### src/rtl/instr_enc_pkg.sv
// Shared definitions for the RV32I subset encoder/loader: op codes, opcode/funct
// fields, the canonical NOP word, the loader FSM states and the descriptor struct.
package instr_enc_pkg;

    typedef enum logic [2:0] {
        OP_ADDI = 3'd0,
        OP_BNE  = 3'd1,
        OP_ADD  = 3'd2,
        OP_LBU  = 3'd3,
        OP_SB   = 3'd4,
        OP_JAL  = 3'd5,
        OP_JALR = 3'd6,
        OP_NOP  = 3'd7
    } op_e;

    localparam logic [6:0] OPC_OP_IMM = 7'b0010011;
    localparam logic [6:0] OPC_OP     = 7'b0110011;
    localparam logic [6:0] OPC_LOAD   = 7'b0000011;
    localparam logic [6:0] OPC_STORE  = 7'b0100011;
    localparam logic [6:0] OPC_BRANCH = 7'b1100011;
    localparam logic [6:0] OPC_JAL    = 7'b1101111;
    localparam logic [6:0] OPC_JALR   = 7'b1100111;

    localparam logic [2:0] F3_ADDI = 3'b000;
    localparam logic [2:0] F3_ADD  = 3'b000;
    localparam logic [2:0] F3_LBU  = 3'b100;
    localparam logic [2:0] F3_SB   = 3'b000;
    localparam logic [2:0] F3_BNE  = 3'b001;
    localparam logic [2:0] F3_JALR = 3'b000;
    localparam logic [6:0] F7_ADD  = 7'b0000000;

    localparam logic [31:0] NOP_WORD = 32'h0000_0013;

    typedef enum logic [1:0] {
        S_IDLE = 2'd0,
        S_LOAD = 2'd1,
        S_DONE = 2'd2,
        S_ERR  = 2'd3
    } state_e;

    typedef struct packed {
        op_e         op;
        logic [4:0]  rd;
        logic [4:0]  rs1;
        logic [4:0]  rs2;
        logic [31:0] imm;
    } desc_t;

endpackage

### src/rtl/instr_encoder_loader_if.sv
// Descriptor handshake plus instruction-memory write port of the loader.
interface instr_encoder_loader_if #(parameter int ADDR_WIDTH = 8);
    logic                  in_valid;
    logic                  in_ready;
    logic [2:0]            in_op;
    logic [4:0]            in_rd;
    logic [4:0]            in_rs1;
    logic [4:0]            in_rs2;
    logic [31:0]           in_imm;
    logic                  in_last;
    logic                  mem_we;
    logic [ADDR_WIDTH-1:0] mem_addr;
    logic [31:0]           mem_wdata;

    modport master (
        output in_valid, in_op, in_rd, in_rs1, in_rs2, in_imm, in_last,
        input  in_ready, mem_we, mem_addr, mem_wdata
    );

    modport slave (
        input  in_valid, in_op, in_rd, in_rs1, in_rs2, in_imm, in_last,
        output in_ready, mem_we, mem_addr, mem_wdata
    );
endinterface

### src/rtl/instr_encode_comb.sv
// Combinational RV32I encoder for one descriptor; flags immediates the format cannot hold.
module instr_encode_comb
    import instr_enc_pkg::*;
(
    input  desc_t       desc,
    output logic [31:0] word,
    output logic        range_err
);

    logic [31:0] imm;
    logic        i_ok, b_ok, j_ok;

    assign imm = desc.imm;
    // A value fits an N-bit signed field when all bits above N-1 copy bit N-1.
    assign i_ok = (imm[31:11] == {21{imm[11]}});
    assign b_ok = (imm[31:12] == {20{imm[12]}}) && !imm[0];
    assign j_ok = (imm[31:20] == {12{imm[20]}}) && !imm[0];

    always_comb begin
        word      = NOP_WORD;
        range_err = 1'b0;
        case (desc.op)
            OP_ADDI: begin
                word      = {imm[11:0], desc.rs1, F3_ADDI, desc.rd, OPC_OP_IMM};
                range_err = !i_ok;
            end
            OP_BNE: begin
                word      = {imm[12], imm[10:5], desc.rs2, desc.rs1, F3_BNE,
                             imm[4:1], imm[11], OPC_BRANCH};
                range_err = !b_ok;
            end
            OP_ADD:  word = {F7_ADD, desc.rs2, desc.rs1, F3_ADD, desc.rd, OPC_OP};
            OP_LBU: begin
                word      = {imm[11:0], desc.rs1, F3_LBU, desc.rd, OPC_LOAD};
                range_err = !i_ok;
            end
            OP_SB: begin
                word      = {imm[11:5], desc.rs2, desc.rs1, F3_SB, imm[4:0], OPC_STORE};
                range_err = !i_ok;
            end
            OP_JAL: begin
                word      = {imm[20], imm[10:1], imm[11], imm[19:12], desc.rd, OPC_JAL};
                range_err = !j_ok;
            end
            OP_JALR: begin
                word      = {imm[11:0], desc.rs1, F3_JALR, desc.rd, OPC_JALR};
                range_err = !i_ok;
            end
            OP_NOP:  word = NOP_WORD;
        endcase
    end

endmodule

### src/rtl/instr_encoder_loader.sv
// Session-based instruction loader: encodes descriptors and writes them to memory.
// Define INSTR_ENC_CHECKSUM_EN to add a running XOR checksum of the words written.
module instr_encoder_loader
    import instr_enc_pkg::*;
#(
    parameter int ADDR_WIDTH = 8,
    parameter int BASE_ADDR  = 0
) (
    input  logic                clk,
    input  logic                rst,
    input  logic                start,
    instr_encoder_loader_if.slave bus,
    output logic [ADDR_WIDTH:0] count,
    output logic                done,
    output logic                err,
    output logic                full
`ifdef INSTR_ENC_CHECKSUM_EN
    ,
    output logic [31:0]         checksum
`endif
);

    localparam int DEPTH = 2 ** ADDR_WIDTH;
    // With a non-zero base the session stops at the top of memory rather than wrapping.
    localparam int CAP = DEPTH - BASE_ADDR;
    localparam logic [ADDR_WIDTH:0]   CAP_M1 = (ADDR_WIDTH + 1)'(CAP - 1);
    localparam logic [ADDR_WIDTH-1:0] BASE   = ADDR_WIDTH'(BASE_ADDR);

    state_e                state;
    logic [ADDR_WIDTH-1:0] ptr;
    desc_t                 desc;
    logic [31:0]           word;
    logic                  range_err;
    logic                  accept;
    logic                  at_cap;

    assign desc   = '{op: op_e'(bus.in_op), rd: bus.in_rd, rs1: bus.in_rs1,
                      rs2: bus.in_rs2, imm: bus.in_imm};
    assign accept = (state == S_LOAD) && bus.in_valid && bus.in_ready;
    assign at_cap = (count == CAP_M1);

    instr_encode_comb u_enc (
        .desc      (desc),
        .word      (word),
        .range_err (range_err)
    );

    always_ff @(posedge clk) begin
        if (rst) begin
            state         <= S_IDLE;
            bus.in_ready  <= 1'b0;
            bus.mem_we    <= 1'b0;
            bus.mem_addr  <= BASE;
            bus.mem_wdata <= '0;
            ptr           <= BASE;
            count         <= '0;
            done          <= 1'b0;
            err           <= 1'b0;
            full          <= 1'b0;
`ifdef INSTR_ENC_CHECKSUM_EN
            checksum      <= '0;
`endif
        end else begin
            bus.mem_we <= 1'b0;
            case (state)
                S_LOAD: begin
                    if (accept && range_err) begin
                        state        <= S_ERR;
                        err          <= 1'b1;
                        bus.in_ready <= 1'b0;
                    end else if (accept) begin
                        bus.mem_we    <= 1'b1;
                        bus.mem_addr  <= ptr;
                        bus.mem_wdata <= word;
                        ptr           <= ptr + 1'b1;
                        count         <= count + 1'b1;
`ifdef INSTR_ENC_CHECKSUM_EN
                        checksum      <= checksum ^ word;
`endif
                        if (at_cap) full <= 1'b1;
                        if (at_cap || bus.in_last) begin
                            state        <= S_DONE;
                            done         <= 1'b1;
                            bus.in_ready <= 1'b0;
                        end
                    end
                end
                default: begin
                    if (start) begin
                        state        <= S_LOAD;
                        bus.in_ready <= 1'b1;
                        ptr          <= BASE;
                        count        <= '0;
                        done         <= 1'b0;
                        err          <= 1'b0;
                        full         <= 1'b0;
`ifdef INSTR_ENC_CHECKSUM_EN
                        checksum     <= '0;
`endif
                    end
                end
            endcase
        end
    end

endmodule

### src/flat_wrapper.sv
// flat-port wrapper written by rule: the top's interface ports become plain ports
module instr_encoder_loader_flat import instr_enc_pkg::*;
#(
    parameter int ADDR_WIDTH = 8,
    parameter int BASE_ADDR  = 0
)
  (clk, rst, start, count, done, err, full, bus_in_valid, bus_in_op, bus_in_rd, bus_in_rs1, bus_in_rs2, bus_in_imm, bus_in_last, bus_in_ready, bus_mem_we, bus_mem_addr, bus_mem_wdata);
  instr_encoder_loader_if #(.ADDR_WIDTH(ADDR_WIDTH)) bus_i ();
  input  logic clk;
  input  logic rst;
  input  logic start;
  output logic [ADDR_WIDTH:0] count;
  output logic done;
  output logic err;
  output logic full;
  input wire logic [$bits(bus_i.in_valid)-1:0] bus_in_valid;
  input wire logic [$bits(bus_i.in_op)-1:0] bus_in_op;
  input wire logic [$bits(bus_i.in_rd)-1:0] bus_in_rd;
  input wire logic [$bits(bus_i.in_rs1)-1:0] bus_in_rs1;
  input wire logic [$bits(bus_i.in_rs2)-1:0] bus_in_rs2;
  input wire logic [$bits(bus_i.in_imm)-1:0] bus_in_imm;
  input wire logic [$bits(bus_i.in_last)-1:0] bus_in_last;
  output wire logic [$bits(bus_i.in_ready)-1:0] bus_in_ready;
  output wire logic [$bits(bus_i.mem_we)-1:0] bus_mem_we;
  output wire logic [$bits(bus_i.mem_addr)-1:0] bus_mem_addr;
  output wire logic [$bits(bus_i.mem_wdata)-1:0] bus_mem_wdata;
  assign bus_i.in_valid = bus_in_valid;
  assign bus_i.in_op = bus_in_op;
  assign bus_i.in_rd = bus_in_rd;
  assign bus_i.in_rs1 = bus_in_rs1;
  assign bus_i.in_rs2 = bus_in_rs2;
  assign bus_i.in_imm = bus_in_imm;
  assign bus_i.in_last = bus_in_last;
  assign bus_in_ready = bus_i.in_ready;
  assign bus_mem_we = bus_i.mem_we;
  assign bus_mem_addr = bus_i.mem_addr;
  assign bus_mem_wdata = bus_i.mem_wdata;
  instr_encoder_loader #(.ADDR_WIDTH(ADDR_WIDTH), .BASE_ADDR(BASE_ADDR)) u_core (.clk(clk), .rst(rst), .start(start), .bus(bus_i), .count(count), .done(done), .err(err), .full(full));
endmodule
### config.mk
export PLATFORM = sky130hd
export DESIGN_NAME = instr_encoder_loader_flat
export DESIGN_NICKNAME = d
export VERILOG_FILES = /design/src/rtl/instr_enc_pkg.sv /design/src/rtl/instr_encoder_loader_if.sv /design/src/rtl/instr_encode_comb.sv /design/src/rtl/instr_encoder_loader.sv /design/src/flat_wrapper.sv
export SDC_FILE = /design/constraint.sdc
export NUM_CORES = 1
export LEC_CHECK = 0
export CORE_ASPECT_RATIO = 2
export CORE_MARGIN = 3
export CORE_UTILIZATION = 48
export DETAILED_ROUTE_END_ITERATION = 7
export HOLD_SLACK_MARGIN = 0.12
export PLACE_DENSITY = 0.81
export SETUP_SLACK_MARGIN = 0.05
export SKIP_CTS_REPAIR_TIMING = 1
export SYNTH_ARGS = -nofsm -noshare
export SYNTH_HDL_FRONTEND = slang
export SYNTH_SLANG_ARGS = --single-unit
### constraint.sdc
create_clock -name clk -period 3.1 [get_ports clk]
set_input_delay 0.62 -clock clk [delete_from_list [all_inputs] [get_ports clk]]
set_output_delay 0.62 -clock clk [all_outputs]
set_load 0.005 [all_outputs]
* Yosys cells after proc, flatten, opt, wreduce, memory -nomap -nowiden
Cells that the tools add are included.
** Operators by class
- Eq/ne operators :: 19
- Reductions and logical operators :: 20
- Add/sub/neg operators :: 2
- Muxes and demuxes :: 32
- Bitwise gates (word level) :: 2
** Operators by type and width (count)
- $pmux W32 S8 :: 1
- $mux W9 :: 4
- $mux W8 :: 4
- $eq A20 B20 Y1 :: 1
- $eq A19 B19 Y1 :: 1
- $mux W1 :: 17
- $eq A3 B3 Y1 const B :: 4
- $eq A11 B11 Y1 :: 1
- $mux W2 :: 5
- $add A9 B1 Y9 const B :: 1
- $eq A9 B8 Y1 const B :: 1
- $reduce_and A3 Y1 :: 3
- $add A8 B1 Y8 const B :: 1
- $reduce_and A4 Y1 :: 2
- $eq A3 B2 Y1 const B :: 2
- $ne A2 B2 Y1 const B :: 3
- $logic_and A1 B1 Y1 :: 5
- $logic_not A1 Y1 :: 4
- $ne A2 B1 Y1 const B :: 2
- $reduce_or A4 Y1 :: 1
- $eq A3 B1 Y1 const B :: 1
- $logic_not A3 Y1 :: 1
- $ne A3 B2 Y1 const B :: 1
- $ne A3 B3 Y1 const B :: 1
- other kinds (7) :: 8
** Word-level totals
- Input port bits :: 55
- Register bits :: 64
- Output and inout bits :: 54
- Logic and storage cells :: 85

* Longest topological paths before layout
Gate-level depths: netlist of run 1.
- Depth after elaboration :: 7
- Depth in mapped cells :: 10
- Mapped depth without buffers :: 8

* Cells and area by module
A second synthesis of run 1 with hierarchy kept.
** Unflattened totals
- Cells, all modules :: 455
- Area, all modules :: 3547.2 µm²
** Modules (own cells, without submodules)
- instr_encoder_loader :: area each 2660.1 µm², seq. area each 1281.2 µm², times used 1, cells each 314
- instr_encode_comb :: area each 887.1 µm², seq. area each 0.0 µm², times used 1, cells each 141

* Worst setup path before layout of run 1
OpenSTA, ideal clock, no wires.
- Path type :: input-to-reg
- Start point :: input port bus_in_imm[24]
- End point :: register u_core.ptr[2]
- Library setup time :: 116 ps
- Stages on the path :: 7
- Arrival time :: 2418 ps
- Path slack :: 566 ps
- Cells stage by stage :: nor4_1 -> nand3_1 -> or4b_4 -> a211oi_4 -> buf_6 -> a31oi_1 -> a41o_1
** Between the ends
- Cells in the longest elaborated chain, start to end :: 7
- Elaborated cells on any way between the ends :: 12
** Ends and longest elaborated chain
- start: declaration :: RTL line flat_wrapper.sv:21 : input wire logic [$bits(bus_i.in_imm)-1:0] bus_in_imm;
- $eq A19 B19 Y1 or $eq A11 B11 Y1 (tied branches) :: RTL line instr_encode_comb.sv:16, instr_encode_comb.sv:17
- $logic_and A1 B1 Y1 (on tied branches) :: RTL line instr_encode_comb.sv:16, instr_encode_comb.sv:17
- $logic_not A1 Y1 (on tied branches) :: RTL line instr_encode_comb.sv:30, instr_encode_comb.sv:43
- $pmux W1 S3 * :: RTL line instr_encode_comb.sv:22 : case (desc.op)
- $logic_and A1 B1 Y1 * :: RTL line instr_encoder_loader.sv:67 : if (accept && range_err) begin
- $ne A2 B2 Y1 (no line) *
- $reduce_and A3 Y1 (no line) *
- end signal: assignment :: RTL line instr_encoder_loader.sv:75 : ptr <= ptr + 1'b1;
- end: declaration :: RTL line instr_encoder_loader.sv:30 : logic [ADDR_WIDTH-1:0] ptr;
Mark *: on every way between the ends. The rest lies on a longest branch, timed or not.
A chain may end at the register's enable or synchronous reset.

* Worst setup path in the final report of run 1
- Start point :: input port bus_in_imm[18]
- End point :: register u_core.bus.mem_wdata[30]
** Between the ends
- Cells in the longest elaborated chain, start to end :: 7
- Elaborated cells on any way between the ends :: 9
** Ends and longest elaborated chain
- $eq A19 B19 Y1 :: RTL line instr_encode_comb.sv:16 : assign b_ok = (imm[31:12] == {20{imm[12]}}) && !imm[0];
- $logic_and A1 B1 Y1 :: RTL line instr_encode_comb.sv:16
- $logic_not A1 Y1 :: RTL line instr_encode_comb.sv:30 : range_err = !b_ok;
- $pmux W1 S3 * :: RTL line instr_encode_comb.sv:22
- $logic_and A1 B1 Y1 * :: RTL line instr_encoder_loader.sv:67
- $not A1 Y1 (no line) *
- $reduce_and A3 Y1 (no line) *
- end signal: assignment :: RTL line instr_encoder_loader.sv:74 : bus.mem_wdata <= word;
- end: declaration :: RTL line instr_encoder_loader_if.sv:22 : output in_ready, mem_we, mem_addr, mem_wdata
Marks and branches as above.

==> summary.txt, run 1 <==
Final WS setup - 0.3026 ns
CP Capture Type - flip-flop
Net Count, Synth - 490
Vias - 3813
RSZ-0062 raised after global routing - no
largest net degree at the start of global routing - 32
Max Freq - 0.3575 GHz
Max IR drop VDD - 0.2757 mV
Final setup viols - 0
H-tree depth - 3
most frequent cells in the layout - clkdlybuf4s50_1, dfxtp_1, a21oi_1
Cell Area, Synth - 3625 um^2
Port Buffers - 108
first-pass GRT wire length - 17.43 mm
CTS buffer count - 9
Tightest Hold Check Type - reg -> reg
Synth Register Bits - 63
fin. max-slew vios - 0
Starting Density - 49.50%
Leak - 0.001907 uW
most common cell after layout, fill and taps aside - clkdlybuf4s50_1
pre-CTS WS - -0.03281 ns
Ports - 109
GRT busiest layer - met2
synth warn - 0
grt met3 use - 4.541%
Post-Syn Area per Cell - 8.391 um^2
Async S/R FF share, synth - 0%
vias per inst - 6.005
Core ar. - 7322 um^2
synth top area cells - dfxtp_1, a21oi_1, mux2i_1, nand2b_1, nand2_1
outcome - complete, no violations
number of synthesized flops with an enable pin - 0
post-DP HPWL - 8.295 mm
share of cells above drive strength 1 - 12.15%
initial antenna violation count - 0
Area growth syn-to-layout - 41.42%
total power - 2067 uW
Max stage delay cell, worst path - or4b_4
drt wl/cell - 17.20 um
Period minus WS final - 2.797 ns
Worst slew margin - 58.48%
critical-path maximum fanout - 21
Setup Skew - 0.005402 ns
worst r2r src - u_core.count[0]
initial DRC count - 329
WP data required - 3.30 ns
DRT Pass-1 Iters - 6
Crit path largest cell delay - 0.56 ns
crit-path cells - clkdlybuf4s50_1 -> nor4_2 -> nand2b_1 -> or4b_4 -> a211oi_4 -> buf_4 -> nand2_4 -> mux2i_1
placed instance count - 620
RD Place Congestion - 0.8721
Die X-Extent - 67.45 um
post-route insts no fill - 635
Max clock buf depth - 2
Synth cell types - 54
total track usage - 26.16%
CTS tree - built
reg2reg end - u_core.state[0]
post-route ant nets - 0
CP Class - in -> reg
clk sinks - 63
n_diodes - 0
Reg2Reg Depth - 8
hold path depth - 2
final wirelength - 10.92 mm
clk_lat worst skew - 0.32 ns
vias in the first global route - 3743
# DRC - 0
reg2reg setup slack - 1.20 ns
die footprint - 8693 um^2
Top FF cell, synth - dfxtp_1
Synth top area share - 34.79%
Root Driver - clkbuf_16
post-synth top area cell - dfxtp_1
cell area after layout - 5126 um^2
slew at the pin closest to its max-slew limit - 0.6191 ns
CP Launch Type - input pin
Arr. time, crit path - 3.00 ns
Cell Pwr Density - 403.2 nW/um^2
grt met2 use - 48.72%
grt met1 use - 26.59%
Final period util - 90.24%
Worst-path clk slew - 0.05 ns
Max-Cap Viols - 0
worst hold slack - 0.4661 ns
Final Hold Viols - 0
grt ovf - 0
hold_sp - u_core.bus.mem_wdata[1]
final net count - 597
worst hold endpoint - u_core.bus.mem_wdata[1]
post-synthesis sequential area ratio - 34.79%
Die H - 128.9 um
Syn Inst Count - 432
number of placement rows - 44
Cell Area, Placed - 4861 um^2
Fillers - 618
[sequential cells by signal, summed over array words and instances, names as in the netlist]
register	count
u_core.done	1
u_core.bus.mem_wdata	31
u_core.state	2
u_core.full	1
u_core.count	9
u_core.bus.mem_we	1
u_core.bus.mem_addr	8
u_core.err	1
u_core.ptr	8
u_core.bus.in_ready	1
[how the worst max path moves through the flow]
stage,start,to,slack (ns)
after floorplan,bus_in_imm[24],u_core.ptr[2],0.57
after global placement,bus_in_imm[19],u_core.bus.mem_wdata[10],0.03
after detailed placement,bus_in_imm[19],u_core.bus.mem_wdata[28],-0.03
after CTS,bus_in_imm[19],u_core.ptr[7],0.30
after global routing,bus_in_imm[18],u_core.count[8],0.13
final,bus_in_imm[18],u_core.bus.mem_wdata[30],0.30
[logic make-up after synthesis]
group	Yosys count	share of synthesized area, %
fa+ha+maj	3	1.036
flops	63	34.79
simple gates	161	24.20
compound gates	123	23.99
xor+xnor	4	0.9667
buf+inv	47	6.213
mux	31	8.802
[metal layers]
metal  part of all wire, %  wire length (um)
met1                    36              3984
met4                   3.4               366
met5                     0                 0
met2                    57              6177
met3                   3.6               394
[where the power goes]
part	total, uW	switching, uW	internal [uW]
sequential	823	5.31	818
combinational	345	183	162
clock	900	347	553
[through the flow]
| step | TNS, ns | util [%] |
|---|---|---|
| final | 0 | 70.01 |
| after global routing | 0 | 70.01 |
| after CTS | 0 | 70.01 |
| after detailed placement | -0.3004 | 66.39 |
| after global placement | 0 | 66.39 |
| after floorplan | 0 | - |
[layout make-up]
| cell class | instances | area [um^2] | share of cell area, % |
|---|---|---|---|
| Clock buffer | 11 | 242.7 | 4.735 |
| Clock inverter | 4 | 22.52 | 0.4393 |
| Inverter | 8 | 30.03 | 0.5858 |
| Multi-Input combinational cell | 322 | 2138 | 41.71 |
| Sequential cell | 63 | 1261 | 24.60 |
| Tap cell | 92 | 115.1 | 2.246 |
| Timing Repair Buffer | 135 | 1316 | 25.68 |
[cells in the mapped netlist (5+ instances only)]
cell type / instances
nand3_1: 19
nor4_1: 10
and3_1: 10
inv_1: 7
dfxtp_1: 63
o21ai_0: 7
o31ai_1: 16
a311oi_2: 7
nor3b_1: 5
mux2i_1: 24
buf_2: 6
a21oi_1: 49
mux2_2: 7
clkbuf_1: 24
nor2b_1: 5
nand2_1: 34
nor3_1: 16
nand2b_1: 24
nand4_1: 10
o22ai_1: 7
nor2_1: 16
a221oi_1: 5
a211oi_1: 5
[worst max-delay path, delay by kind of cell]
kind / cells / cell delay [ns]
simple gates: 4 / 1.19
buf+inv: 2 / 0.76
compound gates: 1 / 0.26
mux: 1 / 0.16
Power figures use the tool's default switching activity.
==> run 2, diff against run 1 <==
--- a/config.mk
+++ b/config.mk
@@ -13,6 +13,7 @@
 export PLACE_DENSITY = 0.81
 export SETUP_SLACK_MARGIN = 0.05
 export SKIP_CTS_REPAIR_TIMING = 1
+export SLEW_MARGIN = 20
 export SYNTH_ARGS = -nofsm -noshare
 export SYNTH_HDL_FRONTEND = slang
 export SYNTH_SLANG_ARGS = --single-unit
==> results of run 2 <==
The final DEF is identical to that of run 1; final timing and power are the same.
==> run 3, diff against run 2 <==
--- a/config.mk
+++ b/config.mk
@@ -5,12 +5,14 @@
 export SDC_FILE = /design/constraint.sdc
 export NUM_CORES = 1
 export LEC_CHECK = 0
+export CELL_PAD_IN_SITES_DETAIL_PLACEMENT = 1
+export CELL_PAD_IN_SITES_GLOBAL_PLACEMENT = 1
 export CORE_ASPECT_RATIO = 2
 export CORE_MARGIN = 3
-export CORE_UTILIZATION = 48
+export CORE_UTILIZATION = 35
 export DETAILED_ROUTE_END_ITERATION = 7
 export HOLD_SLACK_MARGIN = 0.12
-export PLACE_DENSITY = 0.81
+export PLACE_DENSITY_LB_ADDON = 0.1
 export SETUP_SLACK_MARGIN = 0.05
 export SKIP_CTS_REPAIR_TIMING = 1
 export SLEW_MARGIN = 20
==> summary.txt, run 3 (synthesis results as in run 1) <==
outcome - complete, no violations
Reg2Reg Depth - 9
grt met1 use - 21.81%
Max Freq - 0.3422 GHz
Gate power share - 16.1%
post-DP HPWL - 9.679 mm
most common cell after layout, fill and taps aside - clkdlybuf4s50_1
post-route ant nets - 0
Vias - 3783
GRT busiest layer - met2
Pint - 1641 uW
Period minus WS final - 2.922 ns
Die H - 149.9 um
vias in the first global route - 3977
cell area after layout - 5259 um^2
part of the power in registers - 37.5%
Max IR drop VDD - 0.2702 mV
crit-path cells - clkdlybuf4s50_1 -> nor4_1 -> nand3_1 -> or4b_4 -> a21o_1 -> nor4_1 -> mux2i_1
Worst-path clk slew - 0.05 ns
share of cells above drive strength 1 - 12.82%
pre-CTS WS - -0.1339 ns
final net count - 600
clk sinks - 63
die footprint - 11690 um^2
clk_lat worst skew - 0.33 ns
final wirelength - 12.69 mm
Max-Cap Viols - 0
CP Capture Type - flip-flop
Final period util - 94.27%
Port Buffers - 108
critical-path maximum fanout - 9
first-pass GRT wire length - 20.25 mm
reg2reg end - u_core.state[0]
largest net degree at the start of global routing - 42
# DRC - 0
slew at the pin closest to its max-slew limit - 0.6942 ns
Util after Layout - 52.15%
total track usage - 22.17%
Worst slew margin - 53.72%
n_diodes - 0
post-route insts no fill - 681
Setup Skew - 0.007062 ns
largest reg by FF count - u_core.bus.mem_wdata
hold path depth - 1
reg2reg setup slack - 1.08 ns
WP data required - 3.36 ns
Arr. time, crit path - 3.18 ns
Psw - 554.6 uW
worst r2r src - u_core.count[0]
number of flip-flops in the largest register - 31
Root Driver - clkbuf_16
CTS buffer count - 9
RD Place Congestion - 0.8578
initial DRC count - 120
Fillers - 1205
number of placement rows - 52
hold_sp - u_core.done
fin. max-slew vios - 0
grt ovf - 0
Cell Area, Placed - 4950 um^2
CP Class - in -> reg
RSZ-0062 raised after global routing - no
Cell Pwr Density - 417.4 nW/um^2
Core ar. - 10080 um^2
Final Hold Viols - 0
Max clock buf depth - 2
H-tree depth - 3
Ports - 109
Tightest Hold Check Type - reg -> reg
switching part of the total - 25.26%
worst hold endpoint - u_core.done
most frequent cells in the layout - clkdlybuf4s50_1, dfxtp_1, a21oi_1
grt met2 use - 43.60%
vias per inst - 5.555
placed instance count - 666
Leak - 0.001939 uW
DRT Pass-1 Iters - 4
Final setup viols - 0
Area growth syn-to-layout - 45.08%
most frequent CP cell - nor4_1
initial antenna violation count - 0
Starting Density - 35.94%
Max stage delay cell, worst path - or4b_4
Die X-Extent - 77.96 um
Crit path largest cell delay - 0.56 ns
drt wl/cell - 18.63 um
CP Launch Type - input pin
Clock Power Share - 46.5%
grt met3 use - 3.614%
biggest regs - u_core.bus.mem_wdata x31, u_core.count x9
CTS tree - built
Final WS setup - 0.1777 ns
-- run 3: worst max-delay path, delay by kind of cell --
| family | cells | cell delay (ns) |
|---|---|---|
| and+or+nand+nor | 4 | 1.58 |
| buffers and inverters | 1 | 0.42 |
| AOI/OAI and AO/OA | 1 | 0.31 |
| muxes | 1 | 0.22 |
-- run 3: power by group through the flow --
stage          clock network (uW)  registers [uW]  logic [uW]
3_3_place_gp                    0             839         345
3_5_place_dp                    0             839         352
2_1_floorplan                   0             839         177
4_1_cts                      1040             822         354
6_report                     1020             822         353
5_1_grt                      1070             823         385
-- run 3: cell type report --
| type | count | area, um^2 | share of cell area (%) |
|---|---|---|---|
| clock inverter | 3 | 42.54 | 0.8089 |
| timing repair buffer | 138 | 1355 | 25.77 |
| inverter | 8 | 30.03 | 0.5710 |
| sequential | 63 | 1261 | 23.98 |
| clock buffer | 12 | 256.5 | 4.877 |
| tap | 135 | 168.9 | 3.212 |
| multi-input combinational | 322 | 2145 | 40.78 |
-- run 3: worst max-delay path by stage --
stage | from | end | slack (ns) | cells past startpoint
3_3_place_gp | bus_in_imm[21] | u_core.count[3] | -0.04 | 7
6_report | bus_in_imm[24] | u_core.count[3] | 0.18 | 7
3_5_place_dp | bus_in_imm[24] | u_core.count[0] | -0.13 | 7
2_1_floorplan | bus_in_imm[24] | u_core.ptr[2] | 0.57 | 7
5_1_grt | bus_in_imm[21] | u_core.count[3] | 0.05 | 7
4_1_cts | bus_in_imm[24] | u_core.bus.mem_wdata[3] | 0.19 | 8
-- run 3: routing by layer --
| metal | vias to the layer above | share of wire, % |
|---|---|---|
| li1 | 1836 | - |
| met1 | 1833 | 36 |
| met2 | 89 | 58 |
| met3 | 25 | 2.9 |
| met4 | 0 | 3.6 |
| met5 | - | 0 |
-- run 3: metrics by stage --
stage | TNS (ns) | power (uW) | hold WS (ns)
final | 0 | 2195 | 0.4626
after global routing | 0 | 2278 | 0.4974
after CTS | 0 | 2219 | 0.4676
after detailed placement | -2.362 | 1192 | 0.4536
after global placement | -0.03658 | 1184 | 0.4481
after floorplan | 0 | 1016 | 0.4429
